### config.mk
export PLATFORM = sky130hd
export DESIGN_NAME = parallel_pe_flat
export DESIGN_NICKNAME = d
export VERILOG_FILES = /design/src/rtl/parallel_pe_if.sv /design/src/rtl/parallel_pe.sv /design/src/flat_wrapper.sv
export SDC_FILE = /design/constraint.sdc
export NUM_CORES = 2
export LEC_CHECK = 0
export BUFFER_PORTS_ARGS = -buffer_cell sky130_fd_sc_hd__buf_2
export CORE_MARGIN = 3
export CORE_UTILIZATION = 55
export CTS_CLUSTER_DIAMETER = 30
export DETAILED_ROUTE_END_ITERATION = 6
export HOLD_SLACK_MARGIN = 0.15
export PLACE_DENSITY = 0.72
export SLEW_MARGIN = 20
export SYNTH_ARGS = -nofsm -noshare
export SYNTH_HDL_FRONTEND = slang
export SYNTH_SLANG_ARGS = --single-unit
### constraint.sdc
create_clock -name clk -period 7.31 [get_ports clk]
set_input_delay 0.3655 -clock clk [delete_from_list [all_inputs] [get_ports clk]]
set_output_delay 0.3655 -clock clk [all_outputs]
set_load 0.02 [all_outputs]
### src/rtl/parallel_pe_if.sv
// Beat/result bus of the multi-lane PE: packed neuron/weight lanes, vector control and
// mode in, signed vector result out, each side with its own ready/valid pair.
interface parallel_pe_if #(
  parameter int LANES  = 4,
  parameter int DATA_W = 16,
  parameter int RES_W  = 32
);
  logic [LANES*DATA_W-1:0] neuron_i;
  logic [LANES*DATA_W-1:0] weight_i;
  logic [1:0]              ctl_i;
  logic [1:0]              mode_i;
  logic                    vld_i;
  logic                    rdy_o;
  logic [RES_W-1:0]        result_o;
  logic                    vld_o;
  logic                    rdy_i;

  modport slave (
    input  neuron_i, weight_i, ctl_i, mode_i, vld_i, rdy_i,
    output rdy_o, result_o, vld_o
  );

  modport master (
    output neuron_i, weight_i, ctl_i, mode_i, vld_i, rdy_i,
    input  rdy_o, result_o, vld_o
  );
endinterface

### src/rtl/parallel_pe.sv
// Multi-lane MAC: per-beat lane products, adder-tree reduction, vector accumulation
// and wrap/saturate/ReLU conversion, three register stages under one global stall.
module parallel_pe #(
  parameter int LANES  = 4,
  parameter int DATA_W = 16,
  parameter int ACC_W  = 48,
  parameter int RES_W  = 32
) (
  input logic           clk,
  input logic           rst,
  parallel_pe_if.slave  bus
);

  localparam int PROD_W = 2 * DATA_W;
  localparam int NODES  = 2 * LANES - 1;

  localparam logic signed [ACC_W-1:0] RES_MAX = {{(ACC_W-RES_W+1){1'b0}}, {(RES_W-1){1'b1}}};
  localparam logic signed [ACC_W-1:0] RES_MIN = {{(ACC_W-RES_W+1){1'b1}}, {(RES_W-1){1'b0}}};
  localparam logic [RES_W-1:0] OUT_MAX = {1'b0, {(RES_W-1){1'b1}}};
  localparam logic [RES_W-1:0] OUT_MIN = {1'b1, {(RES_W-1){1'b0}}};

  // A held result blocks the whole pipe; upstream sees it combinationally.
  logic stall;
  assign stall     = bus.vld_o & ~bus.rdy_i;
  assign bus.rdy_o = ~stall;

  // Stage 1: lane products
  logic signed [PROD_W-1:0] prod_d [LANES];
  logic signed [PROD_W-1:0] prod_q [LANES];
  logic                     s1_vld_q;
  logic [1:0]               s1_ctl_q;
  logic [1:0]               s1_mode_q;

  for (genvar gi = 0; gi < LANES; gi++) begin : g_mul
    logic signed [DATA_W-1:0] n_lane;
    logic signed [DATA_W-1:0] w_lane;
    assign n_lane     = bus.neuron_i[(LANES-1-gi)*DATA_W +: DATA_W];
    assign w_lane     = bus.weight_i[(LANES-1-gi)*DATA_W +: DATA_W];
    assign prod_d[gi] = PROD_W'(n_lane) * PROD_W'(w_lane);
  end

  // Stage 2: heap-ordered adder tree, leaves at LANES-1.., root at node 0
  logic signed [ACC_W-1:0] tree [NODES];
  logic signed [ACC_W-1:0] sum_d;
  logic signed [ACC_W-1:0] sum_q;
  logic                    s2_vld_q;
  logic [1:0]              s2_ctl_q;
  logic [1:0]              s2_mode_q;

  always_comb begin
    for (int k = 0; k < NODES; k++) tree[k] = '0;
    for (int k = 0; k < LANES; k++) tree[LANES-1+k] = ACC_W'(prod_q[k]);
    for (int k = LANES - 2; k >= 0; k--) tree[k] = tree[2*k+1] + tree[2*k+2];
    sum_d = tree[0];
  end

  // Stage 3: accumulator, vector mode and output register
  logic signed [ACC_W-1:0] acc_d;
  logic signed [ACC_W-1:0] acc_q;
  logic [1:0]              mode_q;
  logic [1:0]              eff_mode;
  logic [RES_W-1:0]        res_d;
  logic [RES_W-1:0]        result_q;
  logic                    vld_o_q;

  always_comb begin
    eff_mode = s2_ctl_q[0] ? s2_mode_q : mode_q;
    acc_d    = s2_ctl_q[0] ? sum_q : acc_q + sum_q;
    res_d    = acc_d[RES_W-1:0];
    if (eff_mode != 2'd0) begin
      if (acc_d > RES_MAX) begin
        res_d = OUT_MAX;
      end else if (acc_d < RES_MIN) begin
        res_d = (eff_mode == 2'd2) ? '0 : OUT_MIN;
      end else if (eff_mode == 2'd2 && acc_d[ACC_W-1]) begin
        res_d = '0;
      end
    end
  end

  always_ff @(posedge clk) begin
    if (rst) begin
      s1_vld_q <= 1'b0;
      s2_vld_q <= 1'b0;
      acc_q    <= '0;
      mode_q   <= '0;
      result_q <= '0;
      vld_o_q  <= 1'b0;
    end else if (!stall) begin
      s1_vld_q  <= bus.vld_i;
      s1_ctl_q  <= bus.ctl_i;
      s1_mode_q <= bus.mode_i;
      for (int k = 0; k < LANES; k++) prod_q[k] <= prod_d[k];

      s2_vld_q  <= s1_vld_q;
      s2_ctl_q  <= s1_ctl_q;
      s2_mode_q <= s1_mode_q;
      sum_q     <= sum_d;

      if (s2_vld_q) begin
        acc_q <= acc_d;
        if (s2_ctl_q[0]) mode_q <= s2_mode_q;
      end
      // Not stalled means any pending result is being taken this cycle.
      if (s2_vld_q && s2_ctl_q[1]) begin
        result_q <= res_d;
        vld_o_q  <= 1'b1;
      end else begin
        vld_o_q  <= 1'b0;
      end
    end
  end

  assign bus.result_o = result_q;
  assign bus.vld_o    = vld_o_q;

endmodule

### src/flat_wrapper.sv
// flat-port wrapper written by rule: the top's interface ports become plain ports
module parallel_pe_flat 
#(
  parameter int LANES  = 4,
  parameter int DATA_W = 16,
  parameter int ACC_W  = 48,
  parameter int RES_W  = 32
)
  (clk, rst, bus_neuron_i, bus_weight_i, bus_ctl_i, bus_mode_i, bus_vld_i, bus_rdy_i, bus_rdy_o, bus_result_o, bus_vld_o);
  parallel_pe_if #(.LANES(LANES), .DATA_W(DATA_W), .RES_W(RES_W)) bus_i ();
  input logic clk;
  input logic rst;
  input wire logic [$bits(bus_i.neuron_i)-1:0] bus_neuron_i;
  input wire logic [$bits(bus_i.weight_i)-1:0] bus_weight_i;
  input wire logic [$bits(bus_i.ctl_i)-1:0] bus_ctl_i;
  input wire logic [$bits(bus_i.mode_i)-1:0] bus_mode_i;
  input wire logic [$bits(bus_i.vld_i)-1:0] bus_vld_i;
  input wire logic [$bits(bus_i.rdy_i)-1:0] bus_rdy_i;
  output wire logic [$bits(bus_i.rdy_o)-1:0] bus_rdy_o;
  output wire logic [$bits(bus_i.result_o)-1:0] bus_result_o;
  output wire logic [$bits(bus_i.vld_o)-1:0] bus_vld_o;
  assign bus_i.neuron_i = bus_neuron_i;
  assign bus_i.weight_i = bus_weight_i;
  assign bus_i.ctl_i = bus_ctl_i;
  assign bus_i.mode_i = bus_mode_i;
  assign bus_i.vld_i = bus_vld_i;
  assign bus_i.rdy_i = bus_rdy_i;
  assign bus_rdy_o = bus_i.rdy_o;
  assign bus_result_o = bus_i.result_o;
  assign bus_vld_o = bus_i.vld_o;
  parallel_pe #(.LANES(LANES), .DATA_W(DATA_W), .ACC_W(ACC_W), .RES_W(RES_W)) u_core (.clk(clk), .rst(rst), .bus(bus_i));
endmodule
==> impl_metrics.json <==
{
  "crit_family": "compound AO/OA/AOI/OAI gates",
  "setup_violations": 0,
  "setup_tns_ps": 0,
  "io_pins": 170,
  "gr-usage-all-layers": 0.261,
  "drive_above_1_share": 0.0581,
  "crit_type": "reg -> reg",
  "insertion_delay_ps": 600,
  "vias": 40036,
  "dieArea_sq_um": 104000,
  "hpwl_mm": 108,
  "final_cell_mix": "inv_1 (1209), fa_1 (1052), nand2_1 (601)",
  "ff_latch_area_sq_um": 7230,
  "synthCells": 5885,
  "via_per_inst": 5.50,
  "placementRows": 115,
  "yosys_warnings": 0,
  "hold_viol_final": 0,
  "holdBufCountCts": 5,
  "synth_top_area_share": 0.381,
  "totalWireLength_mm": 131,
  "wl_per_cell_microns": 18.0,
  "hold_start": "bus_rdy_i",
  "netlist_area_sq_um": 55200,
  "critPathLaunch": "u_core.prod_q[3][0]",
  "placed_cells": 7170,
  "arrival_ps": 7050,
  "worstPathMaxFanout": 17,
  "first_pass_iters": 5,
  "post-synth-top-area-cell": "fa_1",
  "grt_pass1_wl_mm": 218,
  "final_common_cell": "inv_1",
  "cts_sinks": 269,
  "cts_tree": "built",
  "ys_seq_area_frac": 0.131,
  "path_clk_slew_ps": 60,
  "period_needed_ps": 6580,
  "synth_nets": 7545,
  "antenna_left": 0,
  "synth_edf_count": 184,
  "crit_top_cell": "a21oi_1",
  "place_congestion": 0.909,
  "outcome": "finished, final reports clean",
  "grt_pass1_vias": 41962,
  "tightest_slew_ps": 871,
  "crit_required_ps": 7770,
  "period_share": 0.900,
  "core_area_sq_um": 99000,
  "dieHeight_microns": 323,
  "cts_buffers": 52,
  "fin_cells": 7273,
  "postCtsSetupBuffers": 0,
  "final_util": 0.595,
  "area_growth_pct": 6.68,
  "die_w_microns": 323,
  "synth_top_flop_cell": "edfxtp_1",
  "multi_input_area_sq_um": 42700,
  "fmax_mhz": 152,
  "cts_root_buf": "clkbuf_16",
  "relSlewSlack": 0.420,
  "avgSynthCellArea_sq_um": 9.39,
  "grt-ovfl-total": 0,
  "critPathMaxStageDelay_ps": 630,
  "drc": 0,
  "cp-start-kind": "flip-flop",
  "finalMaxSlewViolations": 0,
  "hold_path_depth": 3,
  "min_to": "u_core.bus.vld_o",
  "ctsResizeCount": 0,
  "crit_chain": "ha_1, fa_1, a21o_1, a21oi_1, o21bai_1, a21oi_1, o21bai_1, a221oi_1, a21oi_1, a211oi_1, o221ai_1, a211oi_1, o21ai_0, o21ai_0, ha_1, clkinv_1, or3_1, a21oi_1, a22o_1",
  "crit_path_end_kind": "flip-flop",
  "crit_slowest_cell": "or3_1",
  "stdcell_area_sq_um": 58900,
  "htreeDepth": 2,
  "antenna_cells": 0,
  "rrSetupSlack_ps": 730,
  "grt_max_degree": 87,
  "antenna_found_initial": 0,
  "fin_nets": 7602,
  "finClkSkew_ps": 57.9,
  "ys_types": 93,
  "clk_path_buf_depth": 3,
  "initial_core_util": 0.558,
  "synthArstFlopShare": 0,
  "drt_iter0_markers": 2684,
  "portBuffers": 169,
  "fillers": 8468,
  "placed_cell_area_sq_um": 57100,
  "yosys_register_bits": 269,
  "r2r_cells": 19,
  "cap_violations": 0,
  "hold_class": "in -> reg",
  "rsz0062_at_grt": "false",
  "synthTopCellsByArea": "fa_1 (38%), ha_1 (11%), edfxtp_1 (10%)",
  "critPathBufInv": 1,
  "rr_endpoint": "u_core.sum_q[41]",
  "reg2reg_from": "u_core.prod_q[3][0]"
}
[synth_stat cells (85+ instances only)]
cell,number
a21oi_1,218
xnor2_1,194
ha_1,472
nand2_1,601
edfxtp_1,184
and2_1,509
clkbuf_1,171
dfxtp_1,85
nor2_1,275
inv_1,1209
fa_1,1052
o21ai_0,123
[how the worst max path moves through the flow]
stage                                 to  depth (start not counted)
finish                  u_core.sum_q[41]                         19
global route            u_core.sum_q[41]                         19
CTS                     u_core.sum_q[41]                         20
detailed placement  u_core.prod_q[0][30]                         22
global placement    u_core.prod_q[0][31]                         23
floorplan           u_core.prod_q[3][31]                         24
[stage by stage]
step	hold WS, ps	worst slack (ps)
finish	276	729
global route	326	318
CTS	243	813
detailed placement	414	376
global placement	402	498
floorplan	400	800
[metal layers]
layer  part of all wire  vias to the layer above  global-route usage
li1                   -                    18533                   -
met1               0.43                    20026               0.368
met2               0.48                     1285               0.439
met3              0.061                      192              0.0260
met4              0.023                        0              0.0626
met5                  0                        -                   0
[kinds of logic after synthesis]
logic type / share of synthesized area
flops: 0.131
xor+xnor: 0.0396
fa+ha+maj: 0.488
buf+inv: 0.0963
simple gates: 0.150
mux: 0.00238
compound gates: 0.0929
[tightest hold or removal path, delay by kind of cell]
family | cells | cell delay [ps]
AOI/OAI and AO/OA | 1 | 100
and+or+nand+nor | 1 | 270
buffers and inverters | 1 | 70
[flip-flops by register name (all words and copies together), names as in the netlist]
name and count:
u_core.sum_q 48, u_core.bus.result_o 32, u_core.s2_mode_q 2, u_core.s1_vld_q 1, u_core.s1_ctl_q 2, u_core.s2_vld_q 1, u_core.s2_ctl_q 2, u_core.prod_q 128
u_core.mode_q 2, u_core.s1_mode_q 2, u_core.acc_q 48, u_core.bus.vld_o 1
[final cells by class]
class / count / area share
Timing Repair Buffer: 199 / 0.0184
Tap cell: 1287 / 0.0273
Clock buffer: 54 / 0.0224
Multi-Input combinational cell: 4210 / 0.725
Inverter: 1210 / 0.0771
Clock inverter: 44 / 0.00771
Sequential cell: 269 / 0.123
Power is not shown: default switching activity piles up to over one toggle a cycle in this logic, so the estimate is an artifact.
